[src/rtl/gcd_pkg.sv]
// Shared types and the round-robin pick helper for the GCD scheduler.
package gcd_pkg;

    localparam int unsigned W_DEF = 8;
    localparam int unsigned N_MAX = 8;

    typedef enum logic {
        S_IDLE = 1'b0,
        S_RUN  = 1'b1
    } state_t;

    // First set bit of req searching upward from (last+1) mod n, with wrap.
    function automatic logic [2:0] rr_pick(
        input logic [N_MAX-1:0] req,
        input logic [2:0]       last,
        input int unsigned      n
    );
        logic [2:0]  win;
        logic        found;
        int unsigned idx;
        win   = last;
        found = 1'b0;
        for (int unsigned i = 1; i <= N_MAX; i++) begin
            idx = (32'(last) + i) % n;
            if (!found && (i <= n) && req[idx[2:0]]) begin
                win   = idx[2:0];
                found = 1'b1;
            end
        end
        return win;
    endfunction

endpackage

[src/rtl/gcd_core.sv]
// Iterative subtract-and-swap GCD datapath: load operands, then one step per enabled edge.
module gcd_core
    import gcd_pkg::*;
#(
    parameter int unsigned W = W_DEF
) (
    input  logic         clk,
    input  logic         nrst,
    input  logic         load,
    input  logic         step,
    input  logic [W-1:0] ld_a,
    input  logic [W-1:0] ld_b,
    output logic [W-1:0] a,
    output logic         term,
    output logic [W-1:0] res
);

    logic [W-1:0] a_q, a_d;
    logic [W-1:0] b_q, b_d;

    always_ff @(posedge clk or negedge nrst) begin
        if (!nrst) begin
            a_q <= '0;
            b_q <= '0;
        end else begin
            a_q <= a_d;
            b_q <= b_d;
        end
    end

    always_comb begin
        a_d = a_q;
        b_d = b_q;
        if (load) begin
            a_d = ld_a;
            b_d = ld_b;
        end else if (step && !term) begin
            if (a_q > b_q) begin
                a_d = a_q - b_q;
            end else begin
                a_d = b_q;
                b_d = a_q;
            end
        end
    end

    // A zero operand makes the other one the answer; equal operands OR to themselves.
    assign term = (a_q == b_q) || (a_q == '0) || (b_q == '0);
    assign res  = a_q | b_q;
    assign a    = a_q;

endmodule

[src/rtl/gcd_sched.sv]
// Round-robin arbiter that shares one gcd_core between N requesters.
module gcd_sched
    import gcd_pkg::*;
#(
    parameter int unsigned N = 4,
    parameter int unsigned W = W_DEF
) (
    input  logic           clk,
    input  logic           nrst,
    input  logic [N-1:0]   req,
    input  logic [N*W-1:0] ina,
    input  logic [N*W-1:0] inb,
    output logic [N-1:0]   gnt,
    output logic [N-1:0]   done,
    output logic [W-1:0]   out,
    output logic           busy
);

    localparam int unsigned IDW = (N > 1) ? $clog2(N) : 1;

    state_t         state_q, state_d;
    logic [IDW-1:0] last_q, last_d;
    logic [IDW-1:0] id_q, id_d;
    logic [W-1:0]   out_q, out_d;
    logic [N-1:0]   gnt_q, gnt_d;
    logic [N-1:0]   done_q, done_d;
    logic           busy_q, busy_d;

    logic [IDW-1:0] win;
    logic           load;
    logic           step;
    logic [W-1:0]   ld_a;
    logic [W-1:0]   ld_b;
    logic [W-1:0]   core_a;
    logic           term;
    logic [W-1:0]   res;

    gcd_core #(.W(W)) u_core (
        .clk  (clk),
        .nrst (nrst),
        .load (load),
        .step (step),
        .ld_a (ld_a),
        .ld_b (ld_b),
        .a    (core_a),
        .term (term),
        .res  (res)
    );

    always_ff @(posedge clk or negedge nrst) begin
        if (!nrst) begin
            state_q <= S_IDLE;
            last_q  <= IDW'(N - 1);
            id_q    <= '0;
            out_q   <= '0;
            gnt_q   <= '0;
            done_q  <= '0;
            busy_q  <= 1'b0;
        end else begin
            state_q <= state_d;
            last_q  <= last_d;
            id_q    <= id_d;
            out_q   <= out_d;
            gnt_q   <= gnt_d;
            done_q  <= done_d;
            busy_q  <= busy_d;
        end
    end

    always_comb begin
        state_d = state_q;
        last_d  = last_q;
        id_d    = id_q;
        out_d   = out_q;
        gnt_d   = '0;
        done_d  = '0;
        load    = 1'b0;
        step    = 1'b0;
        win     = IDW'(rr_pick(N_MAX'(req), 3'(last_q), N));
        ld_a    = ina[32'(win)*W +: W];
        ld_b    = inb[32'(win)*W +: W];

        case (state_q)
            S_IDLE: begin
                if (|req) begin
                    load    = 1'b1;
                    id_d    = win;
                    last_d  = win;
                    gnt_d   = N'(1) << win;
                    state_d = S_RUN;
                end
            end
            S_RUN: begin
                step = 1'b1;
                if (term) begin
                    // a is the answer unless it is the zero operand.
                    out_d   = (core_a != '0) ? core_a : res;
                    done_d  = N'(1) << id_q;
                    state_d = S_IDLE;
                end
            end
        endcase

        busy_d = (state_d == S_RUN);
    end

    assign gnt  = gnt_q;
    assign done = done_q;
    assign out  = out_q;
    assign busy = busy_q;

endmodule

[config.mk]
export PLATFORM = sky130hd
export DESIGN_NAME = gcd_sched
export DESIGN_NICKNAME = d
export VERILOG_FILES = /design/src/rtl/gcd_pkg.sv /design/src/rtl/gcd_core.sv /design/src/rtl/gcd_sched.sv
export SDC_FILE = /design/constraint.sdc
export NUM_CORES = 1
export LEC_CHECK = 0
export ABC_AREA = 0
export CAP_MARGIN = 20
export CORE_MARGIN = 2
export CORE_UTILIZATION = 48
export CTS_CLUSTER_DIAMETER = 200
export CTS_CLUSTER_SIZE = 40
export DETAILED_ROUTE_END_ITERATION = 7
export GPL_TIMING_DRIVEN = 0
export PLACE_DENSITY = 0.92
export SLEW_MARGIN = 20
export SYNTH_ARGS = -nofsm -noshare
export SYNTH_HDL_FRONTEND = slang
export SYNTH_SLANG_ARGS = --single-unit
[constraint.sdc]
create_clock -name clk -period 3.3 [get_ports clk]
set_input_delay 0.66 -clock clk [delete_from_list [all_inputs] [get_ports clk]]
set_output_delay 0.66 -clock clk [all_outputs]
set_load 0.03 [all_outputs]
==> impl_metrics.yaml <==
outcome:
  status: "finished clean"
place:
  post-place-cells: 521
  dp_hpwl_mm: 7.42
  place.gp.congestion: 0.956
  io_buffers: 86
die:
  dieArea_um2: 6750
  start_util_pct: 49.5
  rows: 28
  core_um2: 5920
  die_w_um: 82.2
  die_h_um: 82.2
  ios: 87
layout:
  final_cell_mix: "85 x clkdlybuf4s50_1, 44 x inv_1, 35 x nand2_1, 35 x nor2_1, 35 x dfrtp_1"
  nets: 540
  area_growth_pct: 36.0
  drive_gt1_share_pct: 8.37
  mostFrequentLayoutCell: "clkdlybuf4s50_1"
  diodes: 0
  layout.cells.non_filler: 529
global_route:
  antenna_found_initial: 0
  grt_pass1_vias: 3000
  globalRoute.totalOverflow: 0
  grt_max_degree: 34
  grt_pass1_wl_mm: 14.1
  grt.total_usage_pct: 27.5
clock_network:
  root_buffer: "clkbuf_8"
  numCtsBuffers: 5
  clock_latency_ns: 0.30
  cts.sinks: 37
  post_cts_buffers: 0
  max-clock-path-buffers: 2
  postCtsHoldBufs: 0
  h-tree-depth: 2
  cts_resized: 0
  cts.clk_slew.worst_paths_ns: 0.08
  cts_tree: "done"
sta:
  tightest_slew_ns: 0.742
  rsz0062_at_grt: "no"
  fin_crit_ns: 2.86
  clock-skew-final_ns: 0.00969
  hold_viol: 0
  setup-violations-final: 0
  fmax_mhz: 350
  max-slew-margin-rel_pct: 49.9
  slew_viol_final: 0
  fin_crit_sh_pct: 86.5
  fin_setup_tns_ns: 0
drt:
  routed_wirelength_mm: 9.31
  antenna_left: 0
  dr.pass1.iters: 5
  drt_iter0_drc: 310
  vias: 3157
  post_drt_wl_per_cell_um: 17.6
  via_per_inst: 5.97
  drc: 0
synth:
  synth-edff-count: 0
  synth_seq_cells: 37
  synth_cell_types: 58
  synth_nets: 446
  synthArstFlopShare_pct: 100
  synth_area_leaders: "dfrtp_1 30%, ha_1 6.8%, a211oi_1 6.1%"
  syn_area_um2: 2930
  synth-seq-area-share_pct: 31.7
  synth.avg_cell_area_um2: 8.17
  ys.flop_type: "dfrtp_1"
  yosysWarnings: 0
  synth_top_cell_by_area: "dfrtp_1"
  synth_cells: 359
  yosysTopAreaCellShare_pct: 29.9
power_and_ir_drop:
  p_leak_nw: 1.80
  vdd_ir_drop_max_mv: 0.541
  p_per_area_nw_per_um2: 988
worst_setup_path:
  cp-end-kind: "flop"
  arrival_ns: 3.04
  cpMostUsedCell: "inv_1"
  path_max_fanout: 10
  worstPathCellList: "inv_1 -> ha_1 -> inv_1 -> fa_1 -> nor2b_1 -> o311a_1 -> o31a_2 -> o21a_1 -> buf_2 -> nand2_1 -> o21ai_1"
  cp_slowest_cell: "dfrtp_1"
  start_kind: "flop"
  slowest_delay_ns: 0.45
  critical_path_class: "reg2reg"
  r2r_cells: 11
  cp.required_ns: 3.48
run:
  maxCapViolCount: 0
hold_path:
  hold_path.class: "in2async"
worst max-delay path: cells and delay by family, from the launching register on:
kind | cells | cell delay [ns]
compound gates | 4 | 1.01
fa+ha+maj | 2 | 0.59
flops | 1 | 0.45
buf+inv | 3 | 0.41
simple gates | 2 | 0.26
per-layer routing:
| metal | vias to the layer above | global-route usage [%] | part of all wire (%) |
|---|---|---|---|
| met5 | - | 0 | 0 |
| met4 | 0 | 7.33 | 2.2 |
| met3 | 30 | 5.54 | 7.0 |
| met2 | 168 | 49.9 | 52 |
| met1 | 1485 | 32.8 | 39 |
| li1 | 1474 | - | - |
flip-flops by register name (all words and copies together), names as in the netlist:
register,flops
u_core.b_q,8
out,8
u_core.a,8
last_q,2
id_q,2
gnt,4
done,4
busy,1
cell families (layout without fill, tap and decap cells):
family	count (synthesis)	after routing	share of synthesized area [%]
flops	37	37	31.7
xor+xnor	2	2	0.598
buf+inv	65	160	9.90
mux	18	18	6.23
simple gates	108	108	17.5
compound gates	112	112	26.5
fa+ha+maj	17	17	7.51
through the flow:
stage / setup WS (ns) / power [W] / utilization, % / cell area, um^2 / hold WS, ns
floorplan: 0.818 / 0.00278 / - / 2930 / 0.364
global placement: 0.494 / 0.00344 / 65.6 / 3890 / 0.462
detailed placement: 0.437 / 0.00355 / 65.9 / 3900 / 0.476
CTS: 0.478 / 0.00388 / 67.4 / 3990 / 0.178
global route: 0.311 / 0.00424 / 67.4 / 3990 / 0.171
finish: 0.444 / 0.00394 / 67.4 / 3990 / 0.175
report_power, final:
part           internal, W  total (W)  switching (W)
registers         0.000660   0.000880       0.000220
logic              0.00117    0.00274        0.00156
clock network     0.000146   0.000321       0.000175
worst paths after layout:
check	from	end	slack, ns
setup reg to reg	u_core.a[0]	u_core.b_q[1]	0.44
hold / removal	nrst	out[7]	0.18
min in group clk	out[3]	out[3]	0.49
setup / recovery	u_core.a[0]	u_core.b_q[1]	0.44
max in group asynchronous	nrst	last_q[1]	2.67
hold reg to reg	out[3]	out[3]	0.49
layout make-up:
type                    instances  area (um^2)
clock buffers                   5         68.8
fillers                       494         1930
plain buffers                  21          125
multi-input cells             257         1710
well taps                      75         93.8
inverters                      44          165
repair buffers                 87          876
clock inverters                 3         17.5
flip-flops and latches         37          928
cells in the mapped netlist, types with 3 or more instances:
library cell / instances
clkbuf_1: 8
dfrtp_1: 35
o21ai_0: 14
a31oi_1: 23
o31a_1: 10
nand2b_1: 5
ha_1: 16
a211oi_1: 24
mux2i_1: 16
inv_1: 44
nor3_1: 4
nor2_1: 35
buf_4: 3
o21ai_1: 7
buf_2: 7
nor2b_1: 4
a21oi_1: 8
nor4_1: 6
nand3_1: 3
nand2_1: 35
(Power assumes the default switching activity.)
